### src/rtl/cf_pkg.sv
// Shared types and timing defaults for the CompactFlash access sequencer.
// Widths, state encoding and counter-load helper live here.
package cf_pkg;

    localparam int CF_ADDR_W = 11;
    localparam int CF_DATA_W = 8;
    localparam int CNT_W     = 8;

    localparam int DEF_SETUP_CYC    = 2;
    localparam int DEF_PULSE_CYC    = 6;
    localparam int DEF_HOLD_CYC     = 2;
    localparam int DEF_WAIT_TIMEOUT = 255;

    typedef enum logic [2:0] {
        IDLE,
        SETUP,
        STROBE,
        WAITX,
        HOLD,
        DONE
    } cf_state_e;

    // A phase of n clocks loads n-1 and exits on the clock it reads zero.
    function automatic logic [CNT_W-1:0] cyc_load(input int n);
        return CNT_W'(n - 1);
    endfunction

endpackage

### src/rtl/cf_access_sequencer_if.sv
// Minibus request side and CF card pins of the access sequencer.
// slave is the sequencer view; master is the minibus/card view.
interface cf_access_sequencer_if;
    import cf_pkg::*;

    logic                 req;
    logic                 req_rw_b;
    logic                 req_reg;
    logic [CF_ADDR_W-1:0] req_addr;
    logic [CF_DATA_W-1:0] req_wdata;
    logic                 busy;
    logic                 done;
    logic                 timeout;
    logic [CF_DATA_W-1:0] rdata;
    logic [CF_ADDR_W-1:0] cf_address;
    logic [CF_DATA_W-1:0] cf_data_out;
    logic                 cf_data_oe;
    logic [CF_DATA_W-1:0] cf_data_in;
    logic                 cf_ce_b;
    logic                 cf_oe_b;
    logic                 cf_we_b;
    logic                 cf_reg_b;
    logic                 cf_wait_b;

    modport slave (
        input  req, req_rw_b, req_reg, req_addr, req_wdata,
        input  cf_data_in, cf_wait_b,
        output busy, done, timeout, rdata,
        output cf_address, cf_data_out, cf_data_oe,
        output cf_ce_b, cf_oe_b, cf_we_b, cf_reg_b
    );

    modport master (
        output req, req_rw_b, req_reg, req_addr, req_wdata,
        output cf_data_in, cf_wait_b,
        input  busy, done, timeout, rdata,
        input  cf_address, cf_data_out, cf_data_oe,
        input  cf_ce_b, cf_oe_b, cf_we_b, cf_reg_b
    );

endinterface

### src/rtl/cf_sync2.sv
// Two-flop synchronizer for active-low card status inputs.
// Resets to 1 so an idle (deasserted) input is seen during reset.
module cf_sync2 (
    input  logic clk,
    input  logic reset,
    input  logic d_i,
    output logic q_o
);

    logic meta_q;
    logic sync_q;

    always_ff @(posedge clk or posedge reset) begin
        if (reset) begin
            meta_q <= 1'b1;
            sync_q <= 1'b1;
        end else begin
            meta_q <= d_i;
            sync_q <= meta_q;
        end
    end

    assign q_o = sync_q;

endmodule

### src/rtl/cf_access_sequencer.sv
// Turns one latched minibus request into a timed CF memory/attribute/IO
// cycle with programmable setup, strobe and hold, honouring cf_wait_b.
module cf_access_sequencer
    import cf_pkg::*;
#(
    parameter int SETUP_CYC    = DEF_SETUP_CYC,
    parameter int PULSE_CYC    = DEF_PULSE_CYC,
    parameter int HOLD_CYC     = DEF_HOLD_CYC,
    parameter int WAIT_TIMEOUT = DEF_WAIT_TIMEOUT
) (
    input logic                  clk,
    input logic                  reset,
    cf_access_sequencer_if.slave bus
);

    cf_state_e            state_q;
    logic [CNT_W-1:0]     cnt_q;
    logic                 rw_b_q;
    logic                 abort_q;
    logic                 busy_q;
    logic                 done_q;
    logic                 timeout_q;
    logic [CF_DATA_W-1:0] rdata_q;
    logic [CF_ADDR_W-1:0] addr_q;
    logic [CF_DATA_W-1:0] wdata_q;
    logic                 doe_q;
    logic                 ce_b_q;
    logic                 oe_b_q;
    logic                 we_b_q;
    logic                 reg_b_q;
    logic                 wait_s;

    cf_sync2 u_wait_sync (
        .clk   (clk),
        .reset (reset),
        .d_i   (bus.cf_wait_b),
        .q_o   (wait_s)
    );

    always_ff @(posedge clk or posedge reset) begin
        if (reset) begin
            state_q   <= IDLE;
            cnt_q     <= '0;
            rw_b_q    <= 1'b1;
            abort_q   <= 1'b0;
            busy_q    <= 1'b0;
            done_q    <= 1'b0;
            timeout_q <= 1'b0;
            rdata_q   <= '0;
            addr_q    <= '0;
            wdata_q   <= '0;
            doe_q     <= 1'b0;
            ce_b_q    <= 1'b1;
            oe_b_q    <= 1'b1;
            we_b_q    <= 1'b1;
            reg_b_q   <= 1'b1;
        end else begin
            unique case (state_q)
                IDLE: begin
                    if (bus.req) begin
                        state_q <= SETUP;
                        cnt_q   <= cyc_load(SETUP_CYC);
                        rw_b_q  <= bus.req_rw_b;
                        abort_q <= 1'b0;
                        busy_q  <= 1'b1;
                        addr_q  <= bus.req_addr;
                        wdata_q <= bus.req_wdata;
                        doe_q   <= ~bus.req_rw_b;
                        ce_b_q  <= 1'b0;
                        reg_b_q <= ~bus.req_reg;
                    end
                end
                SETUP: begin
                    if (cnt_q == '0) begin
                        state_q <= STROBE;
                        cnt_q   <= cyc_load(PULSE_CYC);
                        oe_b_q  <= ~rw_b_q;
                        we_b_q  <= rw_b_q;
                    end else begin
                        cnt_q <= cnt_q - 8'd1;
                    end
                end
                STROBE: begin
                    if (cnt_q != '0) begin
                        cnt_q <= cnt_q - 8'd1;
                    end else if (!wait_s) begin
                        state_q <= WAITX;
                        cnt_q   <= cyc_load(WAIT_TIMEOUT);
                    end else begin
                        state_q <= HOLD;
                        cnt_q   <= cyc_load(HOLD_CYC);
                        oe_b_q  <= 1'b1;
                        we_b_q  <= 1'b1;
                        if (rw_b_q) rdata_q <= bus.cf_data_in;
                    end
                end
                WAITX: begin
                    // Timeout leaves rdata untouched; only a real release captures.
                    if (wait_s) begin
                        state_q <= HOLD;
                        cnt_q   <= cyc_load(HOLD_CYC);
                        oe_b_q  <= 1'b1;
                        we_b_q  <= 1'b1;
                        if (rw_b_q) rdata_q <= bus.cf_data_in;
                    end else if (cnt_q == '0) begin
                        state_q <= HOLD;
                        cnt_q   <= cyc_load(HOLD_CYC);
                        oe_b_q  <= 1'b1;
                        we_b_q  <= 1'b1;
                        abort_q <= 1'b1;
                    end else begin
                        cnt_q <= cnt_q - 8'd1;
                    end
                end
                HOLD: begin
                    if (cnt_q == '0) begin
                        state_q   <= DONE;
                        ce_b_q    <= 1'b1;
                        reg_b_q   <= 1'b1;
                        doe_q     <= 1'b0;
                        done_q    <= 1'b1;
                        timeout_q <= abort_q;
                    end else begin
                        cnt_q <= cnt_q - 8'd1;
                    end
                end
                DONE: begin
                    state_q   <= IDLE;
                    done_q    <= 1'b0;
                    timeout_q <= 1'b0;
                    busy_q    <= 1'b0;
                end
                default: begin
                    state_q <= IDLE;
                end
            endcase
        end
    end

    assign bus.busy        = busy_q;
    assign bus.done        = done_q;
    assign bus.timeout     = timeout_q;
    assign bus.rdata       = rdata_q;
    assign bus.cf_address  = addr_q;
    assign bus.cf_data_out = wdata_q;
    assign bus.cf_data_oe  = doe_q;
    assign bus.cf_ce_b     = ce_b_q;
    assign bus.cf_oe_b     = oe_b_q;
    assign bus.cf_we_b     = we_b_q;
    assign bus.cf_reg_b    = reg_b_q;

endmodule

### src/flat_wrapper.sv
// flat-port wrapper written by rule: the top's interface ports become plain ports
module cf_access_sequencer_flat import cf_pkg::*;
#(
    parameter int SETUP_CYC    = DEF_SETUP_CYC,
    parameter int PULSE_CYC    = DEF_PULSE_CYC,
    parameter int HOLD_CYC     = DEF_HOLD_CYC,
    parameter int WAIT_TIMEOUT = DEF_WAIT_TIMEOUT
)
  (clk, reset, bus_req, bus_req_rw_b, bus_req_reg, bus_req_addr, bus_req_wdata, bus_cf_data_in, bus_cf_wait_b, bus_busy, bus_done, bus_timeout, bus_rdata, bus_cf_address, bus_cf_data_out, bus_cf_data_oe, bus_cf_ce_b, bus_cf_oe_b, bus_cf_we_b, bus_cf_reg_b);
  cf_access_sequencer_if bus_i ();
  input logic clk;
  input logic reset;
  input wire logic [$bits(bus_i.req)-1:0] bus_req;
  input wire logic [$bits(bus_i.req_rw_b)-1:0] bus_req_rw_b;
  input wire logic [$bits(bus_i.req_reg)-1:0] bus_req_reg;
  input wire logic [$bits(bus_i.req_addr)-1:0] bus_req_addr;
  input wire logic [$bits(bus_i.req_wdata)-1:0] bus_req_wdata;
  input wire logic [$bits(bus_i.cf_data_in)-1:0] bus_cf_data_in;
  input wire logic [$bits(bus_i.cf_wait_b)-1:0] bus_cf_wait_b;
  output wire logic [$bits(bus_i.busy)-1:0] bus_busy;
  output wire logic [$bits(bus_i.done)-1:0] bus_done;
  output wire logic [$bits(bus_i.timeout)-1:0] bus_timeout;
  output wire logic [$bits(bus_i.rdata)-1:0] bus_rdata;
  output wire logic [$bits(bus_i.cf_address)-1:0] bus_cf_address;
  output wire logic [$bits(bus_i.cf_data_out)-1:0] bus_cf_data_out;
  output wire logic [$bits(bus_i.cf_data_oe)-1:0] bus_cf_data_oe;
  output wire logic [$bits(bus_i.cf_ce_b)-1:0] bus_cf_ce_b;
  output wire logic [$bits(bus_i.cf_oe_b)-1:0] bus_cf_oe_b;
  output wire logic [$bits(bus_i.cf_we_b)-1:0] bus_cf_we_b;
  output wire logic [$bits(bus_i.cf_reg_b)-1:0] bus_cf_reg_b;
  assign bus_i.req = bus_req;
  assign bus_i.req_rw_b = bus_req_rw_b;
  assign bus_i.req_reg = bus_req_reg;
  assign bus_i.req_addr = bus_req_addr;
  assign bus_i.req_wdata = bus_req_wdata;
  assign bus_i.cf_data_in = bus_cf_data_in;
  assign bus_i.cf_wait_b = bus_cf_wait_b;
  assign bus_busy = bus_i.busy;
  assign bus_done = bus_i.done;
  assign bus_timeout = bus_i.timeout;
  assign bus_rdata = bus_i.rdata;
  assign bus_cf_address = bus_i.cf_address;
  assign bus_cf_data_out = bus_i.cf_data_out;
  assign bus_cf_data_oe = bus_i.cf_data_oe;
  assign bus_cf_ce_b = bus_i.cf_ce_b;
  assign bus_cf_oe_b = bus_i.cf_oe_b;
  assign bus_cf_we_b = bus_i.cf_we_b;
  assign bus_cf_reg_b = bus_i.cf_reg_b;
  cf_access_sequencer #(.SETUP_CYC(SETUP_CYC), .PULSE_CYC(PULSE_CYC), .HOLD_CYC(HOLD_CYC), .WAIT_TIMEOUT(WAIT_TIMEOUT)) u_core (.clk(clk), .reset(reset), .bus(bus_i));
endmodule
### config.mk
export PLATFORM = sky130hd
export DESIGN_NAME = cf_access_sequencer_flat
export DESIGN_NICKNAME = d
export VERILOG_FILES = /design/src/rtl/cf_pkg.sv /design/src/rtl/cf_access_sequencer_if.sv /design/src/rtl/cf_sync2.sv /design/src/rtl/cf_access_sequencer.sv /design/src/flat_wrapper.sv
export SDC_FILE = /design/constraint.sdc
export NUM_CORES = 1
export LEC_CHECK = 0
export ABC_AREA = 0
export ABC_CLOCK_PERIOD_IN_PS = 2000
export CAP_MARGIN = 20
export CORE_MARGIN = 3
export CORE_UTILIZATION = 40
export CTS_CLUSTER_SIZE = 40
export DETAILED_ROUTE_END_ITERATION = 10
export HOLD_SLACK_MARGIN = 0.06
export PLACE_DENSITY = 0.79
export SLEW_MARGIN = 20
export SYNTH_ARGS = -nofsm -noshare
export SYNTH_HDL_FRONTEND = slang
export SYNTH_HIERARCHICAL = 1
export SYNTH_SLANG_ARGS = --single-unit
export TNS_END_PERCENT = 5
### constraint.sdc
create_clock -name clk -period 2 [get_ports clk]
set_input_delay 0.5 -clock clk [delete_from_list [all_inputs] [get_ports clk]]
set_output_delay 0.5 -clock clk [all_outputs]
set_load 0.01 [all_outputs]
[Word-level counts from Yosys, hierarchy flattened]
Index checks and enable logic that the tools add are counted.
Storage, ports and cells
  register bits after elaboration: 50
  bits of input ports: 33
Operators by class
  add/subtract/negate cells: 1
  equal/unequal tests: 14
  mux-type cells: 42
  bitwise operators: 3
  reductions and logical operators: 19
Operators by type and width (count)
  2-to-1 mux 8 bit: 10
  one-hot mux 8 bit (5 select lines): 1
  2-to-1 mux 3 bit: 7
  one-hot mux 8 bit (2 select lines): 1
  one-hot mux 3 bit (5 select lines): 1
  one-hot mux 1 bit (2 select lines): 7
  2-to-1 mux 1 bit: 13
  != test 2 bit (second input constant): 5
  AND reduction 5 bit: 2
  nonzero test 2 bit: 5
  zero test 8 bit: 1
  AND reduction 2 bit: 4
  nonzero test 8 bit: 1
  subtractor 8 x 1 -> 8 bit (second input constant): 1
  equality test 3 x 2 -> 1 bit (second input constant): 2
  equality test 3 bit (second input constant): 2
  != test 2 x 1 -> 1 bit (second input constant): 3
  one-hot mux 1 bit (3 select lines): 2
  AND reduction 3 bit: 2
  nonzero test 5 bit: 1
  AND reduction 4 bit: 1
  equality test 3 x 1 -> 1 bit (second input constant): 1
  zero test 3 bit: 1
  != test 3 x 2 -> 1 bit (second input constant): 1
  2 further kinds: 4

[Longest topological paths before layout]
Gate-level depths: netlist (run 1).
  depth after elaboration: 4
  depth in mapped cells: 8
  mapped depth without buffers: 7

[Cells and area by module]
Netlist (run 1), hierarchy kept.
Modules (own cells, without submodules)
  cf_access_sequencer: instances 1, cells an instance 203, area an instance 2258.4 um^2
  cf_sync2: instances 1, cells an instance 3, area an instance 56.3 um^2

[Least setup slack after synthesis (run 1)]
Ideal clock, no wire load.
  kind: register -> register
  from: reg u_core.cnt_q[4]
  to: reg u_core.rdata_q[0] (netlist: u_core/bus.rdata[0])
  setup time: 125 ps
  arrival time: 2050 ps
  data required time: 1875 ps
  path slack: -174 ps
  cell stages (with the launch flop): 7
  period minus slack after synthesis: 2174 ps
  path through: dfrtp_1 -> or4_1 -> buf_2 -> nor3_4 -> nor2_2 -> nor3_4 -> mux2_2
On the way
  cells in the longest elaborated chain, start to end: 3
RTL lines
  from (decl): line cf_access_sequencer.sv:17  | logic [CNT_W-1:0] cnt_q;
  from (signal assigned): line cf_access_sequencer.sv:62  | cnt_q <= cyc_load(SETUP_CYC);
  from (signal assigned): line cf_access_sequencer.sv:76  | cnt_q <= cyc_load(PULSE_CYC);
  from (signal assigned): line cf_access_sequencer.sv:80  | cnt_q <= cnt_q - 8'd1;
  nonzero test 8 bit: line cf_access_sequencer.sv:84  | if (cnt_q != '0) begin
  != test 2 bit (no source line)
  AND reduction 2 bit (no source line)
  to (signal assigned): line cf_access_sequencer.sv:94  | if (rw_b_q) rdata_q <= bus.cf_data_in;
  to (signal assigned): line cf_access_sequencer.sv:104  | if (rw_b_q) rdata_q <= bus.cf_data_in;
  to (decl): line cf_access_sequencer.sv:23  | logic [CF_DATA_W-1:0] rdata_q;
Every way passes these cells.
A chain may end at the register's enable or synchronous reset.

[Worst setup path in the final report (run 1)]
  from: reg u_core.cnt_q[4]
  to: reg u_core.rdata_q[5] (netlist: u_core/bus.rdata[5])
The elaborated chain is that of the path after synthesis.

==> results of run 1 <==
power by group through the flow:
stage | clock, mW | sequential, mW | combinational, mW
final | 0.696 | 1.05 | 0.173
after global routing | 0.761 | 1.06 | 0.187
after CTS | 0.722 | 1.05 | 0.177
after detailed placement | 0 | 1.07 | 0.175
after global placement | 0 | 1.07 | 0.172
after floorplan | 0 | 1.08 | 0.0415
what timing repair did:
| action | 4_1_cts | 5_1_grt |
|---|---|---|
| resized for setup | 8 | 6 |
| setup endpoints to repair | 22 | 24 |
| pin swaps | 1 | 4 |
synthesized netlist by cell type, types with 2 or more instances:
| master | instances |
|---|---|
| dfstp_2 | 7 |
| nand3_1 | 2 |
| and2_1 | 2 |
| o21a_1 | 2 |
| nand2_1 | 12 |
| inv_1 | 9 |
| a21oi_1 | 14 |
| ha_1 | 2 |
| nor2_1 | 11 |
| clkbuf_1 | 10 |
| buf_2 | 2 |
| nor3_4 | 2 |
| o22ai_1 | 2 |
| dfrtp_1 | 43 |
| o2bb2ai_1 | 3 |
| nor3_1 | 6 |
| a211oi_1 | 2 |
| mux2_2 | 27 |
| a2bb2oi_1 | 2 |
| or3_1 | 3 |
| o21ai_0 | 17 |
| nand2b_1 | 4 |
stage by stage:
step / hold slack (ps) / cell area (µm²) / setup WS, ps
5_1_grt: 371 / 3420 / -156
4_1_cts: 363 / 3390 / -58.8
3_5_place_dp: 347 / 3260 / -128
3_3_place_gp: 349 / 3260 / -83.8
6_report: 361 / 3420 / -39.1
2_1_floorplan: 345 / 2310 / -125
cell families after synthesis:
logic type / share of synthesized area
AO/OA/AOI/OAI: 0.146
AND/OR/NAND/NOR: 0.124
flip-flops: 0.544
multiplexers: 0.136
buffers and inverters: 0.0351
adder cells (fa/ha/maj): 0.0108
XOR/XNOR: 0.00378
metal layers:
metal  part of all wire  up-vias  track usage
li1                   -      917            -
met1               0.43      913        0.225
met2               0.50       52        0.286
met3              0.067        6       0.0614
met4             0.0088        0       0.0399
met5                  0        -            0
sequential cells by signal, indices dropped and copies added, names as in the netlist, 3 cells and up:
signal / count
u_core/bus.cf_address: 11
u_core/cnt_q: 8
u_core/state_q: 3
u_core/bus.cf_data_out: 8
u_core/bus.rdata: 8
area by class of cell:
| class | count | area (µm²) |
|---|---|---|
| multi-input combinational | 135 | 1030 |
| clock inverter | 1 | 30.0 |
| sequential | 50 | 1260 |
| clock buffer | 7 | 76.3 |
| fill | 464 | 2120 |
| timing repair buffer | 93 | 895 |
| inverter | 9 | 33.8 |
| tap | 72 | 90.1 |
worst register-to-register path: cells and delay by family (launching register included):
| family | cells | cell delay (ps) |
|---|---|---|
| buffers and inverters | 1 | 150 |
| flip-flops | 1 | 390 |
| multiplexers | 1 | 320 |
| AND/OR/NAND/NOR | 4 | 1060 |
final timing paths:
| check | startpoint | endpoint | slack, ps | cells after the start |
|---|---|---|---|---|
| setup / recovery | u_core/cnt_q[4] | u_core/bus.rdata[5] | -40 | 6 |
| hold / removal | u_core/u_wait_sync/meta_q | u_core/u_wait_sync/q_o | 360 | 0 |
| setup reg to reg | u_core/cnt_q[4] | u_core/bus.rdata[5] | -40 | 6 |
| hold reg to reg | u_core/u_wait_sync/meta_q | u_core/u_wait_sync/q_o | 360 | 0 |
| max in group asynchronous | reset | u_core/bus.cf_oe_b | 990 | 3 |
| min in group asynchronous | reset | u_core/bus.cf_address[9] | 510 | 2 |
layout by cell type, fill, tap and decap left out, types with 2 or more instances in the layout:
| cell type | synthesis | layout |
|---|---|---|
| inv_1 | 9 | 8 |
| ha_1 | 2 | 2 |
| o2bb2ai_1 | 3 | 3 |
| buf_4 | 0 | 23 |
| nor3_4 | 2 | 2 |
| o21a_1 | 2 | 2 |
| clkdlybuf4s50_1 | 0 | 67 |
| dfstp_2 | 7 | 7 |
| nor3_1 | 6 | 6 |
| o22ai_1 | 2 | 2 |
| or3_1 | 3 | 2 |
| dfrtp_1 | 43 | 43 |
| nor2_1 | 11 | 10 |
| nand2b_1 | 4 | 4 |
| mux2_2 | 27 | 27 |
| nand2_1 | 12 | 12 |
| buf_12 | 0 | 2 |
| o21ai_1 | 0 | 3 |
| clkbuf_8 | 0 | 5 |
| nor2_2 | 1 | 2 |
| o21ai_0 | 17 | 14 |
| clkbuf_1 | 10 | 2 |
| a21oi_1 | 14 | 14 |
==> flow_metrics.env, run 1 <==
export IMPL_status="finished with violations"
export IMPL_violations="setup timing"
export IMPL_swShare=0.206
export IMPL_intPower_mw=1.53
export IMPL_drv_cap=0
export IMPL_hp_class="flip-flop to flip-flop"
export IMPL_first_global_vias=1888
export IMPL_grt_util_all_layers=0.176
export IMPL_ant_nets=0
export IMPL_drc=0
export IMPL_vias=1888
export IMPL_nets=329
export IMPL_rsz0062_at_grt="true"
export IMPL_synth_edf_count=0
export IMPL_crit_arrival_ps=2230
export IMPL_dp_cells=359
export IMPL_critPathTopFamily="simple AND/OR/NAND/NOR gates"
export IMPL_ctsHoldBuffers=0
export IMPL_setup_viol=11
export IMPL_p_switching_uw=395
export IMPL_synth_cell_types=44
export IMPL_p_leak_nw=1.50
export IMPL_min_period_over_period=1.02
export IMPL_core_area_um2=5540
export IMPL_tightestPinTransition_ps=533
export IMPL_die_area_um2=6740
export IMPL_crit_required_ps=2190
export IMPL_final_cells=367
export IMPL_setup_tns_ps=-311
export IMPL_cp_slowest_cell="or4_4"
export IMPL_cts_tree="built"
export IMPL_min_period_ps=2040
export IMPL_dieHeight_um=82.1
export IMPL_clk_path_buf_depth=2
export IMPL_final_max_slew_violation_count=0
export IMPL_syn_mean_instance_area_um2=11.2
export IMPL_hold_viol=0
export IMPL_numCtsBuffers=5
export IMPL_viasPerCell=5.14
export IMPL_grt_overflow=0
export IMPL_seq_area_frac_synth=0.544
export IMPL_critPathMostFrequentCell="nor3_4"
export IMPL_synthTopCellsByArea="dfrtp_1 46%, mux2_2 13%, dfstp_2 7.9%"
export IMPL_grt_max_degree=27
export IMPL_diodes=0
export IMPL_power_total_mw=1.92
export IMPL_cts_root_buf="clkbuf_8"
export IMPL_areaGrowthSynthToFinish_pct=47.7
export IMPL_drt_first_pass_iters=4
export IMPL_ioPinCount=68
export IMPL_crit_type="flip-flop to flip-flop"
export IMPL_grt_antenna_before_repair=0
export IMPL_drt_iter0_markers=84
export IMPL_globalplace_congestion=0.884
export IMPL_synthFlopType="dfrtp_1"
export IMPL_path_clk_slew_ps=90
export IMPL_post_route_util=0.617
export IMPL_pwr_share_comb=0.090
export IMPL_yosysTopAreaCellShare=0.465
export IMPL_cp_end_kind="flip-flop"
export IMPL_syn_nets=241
export IMPL_dpl_hpwl_um=4030
export IMPL_drive_gt1_frac=0.275
export IMPL_clk_latency_ps=300
export IMPL_ys_warnings_count=6
export IMPL_grt_pass1_wl_um=9010
export IMPL_path_cells="or4_4 -> nor3_4 -> nor2_2 -> nor3_4 -> buf_4 -> mux2_2"
export IMPL_skew_ps=4.37
export IMPL_pwr_share_seq=0.548
export IMPL_synth_top_area_cell="dfrtp_1"
export IMPL_syn_area_um2=2310
export IMPL_rows=27
export IMPL_max_stage_delay_ps=560
export IMPL_crit_buf_inv=1
export IMPL_cp_max_fo=7
export IMPL_cts_setup_buffers=0
export IMPL_relSlewSlack=0.642
export IMPL_dieWidth_um=82.1
export IMPL_ys_ff_latch=50
export IMPL_initial_core_util=0.418
export IMPL_wl_per_cell_um=14.6
export IMPL_htreeDepth=2
export IMPL_synthArstFlopShare=1.00
export IMPL_portBuffers=67
export IMPL_crit_path_start_kind="flip-flop"
export IMPL_clock_fmax_mhz=490
export IMPL_timing_final_ws_setup_ps=-39.1
export IMPL_powerDensity_nw_per_um2=562
export IMPL_clkPwrFrac=0.362
export IMPL_drt_wl_total_um=5370
export IMPL_ir_worst_vdd_mv=0.360
export IMPL_syn_inst=206
export IMPL_cts_sinks=50
Power figures use the tool's default switching activity.
==> run 2: changes to the inputs <==
--- a/config.mk
+++ b/config.mk
@@ -15,4 +15,5 @@
 export HOLD_SLACK_MARGIN = 0.06
 export PLACE_DENSITY = 0.79
+export RECOVER_POWER = 25
 export SLEW_MARGIN = 20
 export SYNTH_ARGS = -nofsm -noshare
==> constraint.sdc (replaced) <==
create_clock -name clk -period 2 [get_ports clk]
set_input_delay 0.2 -clock clk [delete_from_list [all_inputs] [get_ports clk]]
set_output_delay 0.2 -clock clk [all_outputs]
set_load 0.01 [all_outputs]
==> flow_metrics.env, run 2 (synthesis gave the netlist of run 1 again) <==
export IMPL_ant_nets=0
export IMPL_hold_ws_ps=359
export IMPL_crit_path_start_kind="flip-flop"
export IMPL_final_max_slew_violation_count=0
export IMPL_cts_root_buf="clkbuf_8"
export IMPL_first_global_vias=1937
export IMPL_r2r_start="u_core/cnt_q[4]"
export IMPL_rr_worst_depth=6
export IMPL_setup_viol=9
export IMPL_crit_arrival_ps=2230
export IMPL_dieHeight_um=82.1
export IMPL_final_cell_mix="65 x clkdlybuf4s50_1, 43 x dfrtp_1, 27 x mux2_2, 19 x buf_4, 14 x o21ai_0"
export IMPL_clock_fmax_mhz=490
export IMPL_crit_buf_inv=1
export IMPL_drt_wl_total_um=5440
export IMPL_nets=325
export IMPL_largest_register_ffs=11
export IMPL_drt_iter0_markers=139
export IMPL_critPathMostFrequentCell="nor3_4"
export IMPL_clk_path_buf_depth=2
export IMPL_cp_end_kind="flip-flop"
export IMPL_cts_setup_buffers=0
export IMPL_cp_max_fo=6
export IMPL_grt_util_all_layers=0.179
export IMPL_ir_worst_vdd_mv=0.426
export IMPL_dieWidth_um=82.1
export IMPL_reg2reg_slack_ps=-40
export IMPL_p_leak_nw=1.48
export IMPL_tightestPinTransition_ps=863
export IMPL_status="finished with violations"
export IMPL_min_period_over_period=1.02
export IMPL_hold_viol=0
export IMPL_max_stage_delay_ps=560
export IMPL_rsz0062_at_grt="true"
export IMPL_path_cells="or4_4 -> nor3_4 -> nor2_2 -> nor3_4 -> buf_6 -> mux2_2"
export IMPL_ioPinCount=68
export IMPL_min_period_ps=2040
export IMPL_grt_antenna_before_repair=0
export IMPL_crit_type="flip-flop to flip-flop"
export IMPL_vias=1843
export IMPL_path_clk_slew_ps=90
export IMPL_core_area_um2=5540
export IMPL_drc=0
export IMPL_portBuffers=67
export IMPL_r2r_end="u_core/bus.rdata[0]"
export IMPL_grt_pass1_wl_um=9160
export IMPL_grt_overflow=0
export IMPL_layout_commonest_cell="clkdlybuf4s50_1"
export IMPL_globalplace_congestion=0.840
export IMPL_wl_per_cell_um=15.0
export IMPL_hp_class="flip-flop to flip-flop"
export IMPL_drt_first_pass_iters=4
export IMPL_critPathTopFamily="simple AND/OR/NAND/NOR gates"
export IMPL_violations="setup timing"
export IMPL_crit_required_ps=2190
export IMPL_path_depth=6
export IMPL_critPathCapture="u_core/bus.rdata[0]"
export IMPL_cts_tree="built"
export IMPL_htreeDepth=2
export IMPL_drv_cap=0
export IMPL_areaGrowthSynthToFinish_pct=45.9
export IMPL_grt_max_degree=38
export IMPL_viasPerCell=5.08
export IMPL_die_area_um2=6740
export IMPL_relSlewSlack=0.425
export IMPL_skew_ps=2.22
export IMPL_clk_latency_ps=300
export IMPL_timing_final_ws_setup_ps=-40.1
export IMPL_rows=27
export IMPL_initial_core_util=0.418
export IMPL_cp_slowest_cell="or4_4"
export IMPL_diodes=0
export IMPL_cts_sinks=50
export IMPL_numCtsBuffers=5
export IMPL_dpl_hpwl_um=3980
export IMPL_drive_gt1_frac=0.261
export IMPL_power_total_mw=1.95
export IMPL_cp_startpoint="u_core/cnt_q[4]"
export IMPL_powerDensity_nw_per_um2=577
## run 2: layout make-up
type | instances | area (µm²)
fill | 477 | 2160
sequential | 50 | 1260
tap | 72 | 90.1
multi-input combinational | 135 | 1030
clock buffer | 7 | 86.3
inverter | 9 | 33.8
timing repair buffer | 89 | 850
clock inverter | 1 | 30.0
## run 2: stage by stage
stage | cells | util | setup TNS, ps | area, µm² | setup WS, ps
floorplan | 206 | - | -1040 | 2310 | -125
CTS | 363 | 0.609 | -329 | 3370 | -44.1
finish | 363 | 0.610 | -259 | 3380 | -40.1
global route | 363 | 0.610 | -2160 | 3380 | -162
detailed placement | 355 | 0.582 | -941 | 3230 | -104
global placement | 355 | 0.582 | -302 | 3230 | -56.0
## run 2: per-layer routing
metal / routed length [µm] / up-vias / track usage
li1: - / 903 / -
met1: 2250 / 884 / 0.224
met2: 2750 / 51 / 0.292
met3: 391 / 5 / 0.0658
met4: 40 / 0 / 0.0465
met5: 0 / - / 0
## run 2: power by group
part	internal, mW	switching, mW	total (mW)
Combinational	0.107	0.0572	0.164
Sequential	1.04	0.0153	1.05
Clock	0.408	0.325	0.733
Total	1.55	0.397	1.95
## run 2: worst min path at each step
stage                                      to  slack [ps]  depth (start not counted)                 startpoint
floorplan           u_core/u_wait_sync/meta_q         110                          1                      reset
CTS                           u_core/cnt_q[2]         210                          2                      reset
detailed placement     u_core/u_wait_sync/q_o         350                          0  u_core/u_wait_sync/meta_q
finish                 u_core/u_wait_sync/q_o         360                          0  u_core/u_wait_sync/meta_q
global placement       u_core/u_wait_sync/q_o         350                          0  u_core/u_wait_sync/meta_q
global route           u_core/u_wait_sync/q_o         360                          0  u_core/u_wait_sync/meta_q
## run 2: repair_timing
item                                    CTS  global route
pin swaps                                 2             3
hold buffers                              0             0
gates resized for setup                   7             6
endpoints found under the setup margin   21            24
==> run 3: changes to the inputs <==
- CORE_ASPECT_RATIO: not set -> 0.6
==> flow_metrics.env, run 3 (synthesis gave the netlist of run 1 again) <==
export IMPL_reg2reg_slack_ps=-40
export IMPL_min_period_ps=2040
export IMPL_rsz0062_at_grt="true"
export IMPL_crit_required_ps=2190
export IMPL_hold_viol=0
export IMPL_grt_overflow=0
export IMPL_whs_path_depth=0
export IMPL_largest_register_ffs=11
export IMPL_clk_path_buf_depth=2
export IMPL_timing_final_ws_setup_ps=-44.9
export IMPL_design_area_um2=3380
export IMPL_cts_sinks=50
export IMPL_drt_iter0_markers=191
export IMPL_drc=0
export IMPL_diodes=0
export IMPL_cp_end_kind="flip-flop"
export IMPL_setup_viol=9
export IMPL_viasPerCell=5.18
export IMPL_dp_cells=356
export IMPL_globalplace_congestion=0.830
export IMPL_post_route_util=0.634
export IMPL_r2r_end="u_core/bus.rdata[1]"
export IMPL_dieHeight_um=64.9
export IMPL_rr_worst_depth=6
export IMPL_die_area_um2=6770
export IMPL_clock_fmax_mhz=489
export IMPL_htreeDepth=2
export IMPL_setup_tns_ps=-278
export IMPL_r2r_start="u_core/cnt_q[4]"
export IMPL_portBuffers=67
export IMPL_dpl_hpwl_um=4160
export IMPL_dieWidth_um=104
export IMPL_path_clk_slew_ps=90
export IMPL_status="finished with violations"
export IMPL_cp_max_fo=8
export IMPL_grt_util_all_layers=0.170
export IMPL_tightestPinTransition_ps=1160
export IMPL_ant_nets=0
export IMPL_numCtsBuffers=5
export IMPL_grt_antenna_before_repair=0
export IMPL_drv_cap=0
export IMPL_grt_pass1_wl_um=9280
export IMPL_holdPathEnd="u_core/u_wait_sync/q_o"
export IMPL_layout_commonest_cell="clkdlybuf4s50_1"
export IMPL_cts_root_buf="clkbuf_8"
export IMPL_first_global_vias=1899
export IMPL_drt_first_pass_iters=4
export IMPL_core_area_um2=5330
export IMPL_grt_max_degree=49
export IMPL_violations="setup timing"
export IMPL_p_leak_nw=1.47
export IMPL_min_period_over_period=1.02
export IMPL_rows=20
export IMPL_powerDensity_nw_per_um2=615
export IMPL_crit_path_start_kind="flip-flop"
export IMPL_crit_type="flip-flop to flip-flop"
export IMPL_final_cells=364
export IMPL_initial_core_util=0.434
export IMPL_ioPinCount=68
export IMPL_power_total_mw=2.08
export IMPL_relSlewSlack=0.229
export IMPL_placed_area_um2=3200
export IMPL_skew_ps=6.31
export IMPL_cts_tree="built"
export IMPL_fill_cells=424
export IMPL_crit_arrival_ps=2230
export IMPL_drt_wl_total_um=5530
export IMPL_ctsHoldBuffers=0
export IMPL_ir_worst_vdd_mv=0.350
export IMPL_clk_latency_ps=300
export IMPL_final_max_slew_violation_count=0
export IMPL_final_cell_mix="65 x clkdlybuf4s50_1, 43 x dfrtp_1, 24 x mux2_2, 17 x o21ai_0, 15 x buf_4"
export IMPL_drive_gt1_frac=0.247
export IMPL_worst_hold_startpoint="u_core/u_wait_sync/meta_q"
export IMPL_vias=1887
export IMPL_wl_per_cell_um=15.2
export IMPL_nets=321
export IMPL_hp_class="flip-flop to flip-flop"
export IMPL_areaGrowthSynthToFinish_pct=46.1
==> run 3: cell types whose count changed in the layout (fill, tap and decap cells not counted), sizes merged <==
cell | previous run | this run
clkbuf | 8 | 7
bufinv | 1 | 2
clkinv | 0 | 1
inv | 9 | 8
buf | 21 | 17
==> run 3: critical path: stages, from the launching register on <==
cell	delay, ps
dfrtp_1	390
or4_4	570
nor3_4	250
nor2_2	90
nor3_4	160
buf_12	150
mux2_2	320
==> run 3: per-layer routing <==
layer | vias to the layer above | global-route usage | share of wire
li1 | 892 | - | -
met2 | 92 | 0.269 | 0.44
met3 | 2 | 0.0537 | 0.087
met1 | 901 | 0.235 | 0.47
met4 | 0 | 0.0249 | 0.0027
met5 | - | 0 | 0
==> run 3: cell type report <==
type,instances,area [µm²],share of cell area
clock buffer,6,82.6,0.0244
clock inverter,2,60.1,0.0178
inverter,9,33.8,0.00999
multi-input combinational,135,1030,0.304
sequential,50,1260,0.373
tap,77,96.3,0.0285
timing repair buffer,85,820,0.242
==> run 3: power breakdown <==
group	switching [mW]	total, mW	internal, mW
clock network	0.327	0.861	0.533
registers	0.0144	1.05	1.04
logic	0.0583	0.165	0.107
==> run 3: worst max-delay path by stage <==
stage | startpoint | end | cells after the start
CTS | u_core/cnt_q[4] | u_core/bus.rdata[5] | 6
detailed placement | u_core/cnt_q[4] | u_core/bus.rdata[6] | 6
floorplan | u_core/cnt_q[4] | u_core/bus.rdata[0] | 6
global placement | u_core/cnt_q[4] | u_core/bus.rdata[2] | 6
finish | u_core/cnt_q[4] | u_core/bus.rdata[1] | 6
global route | u_core/cnt_q[4] | u_core/bus.rdata[1] | 6
==> run 3: what timing repair did <==
action                                  4_1_cts  5_1_grt
endpoints found under the setup margin       15       24
resized for setup                             4        7
buffers inserted                              0        0
pin swaps                                     1        2
==> run 3: stage by stage <==
stage	setup slack, ps	hold WS [ps]
floorplan	-125	112
global route	-128	371
global placement	-18.2	346
detailed placement	-76.9	353
finish	-44.9	362
CTS	-81.8	254
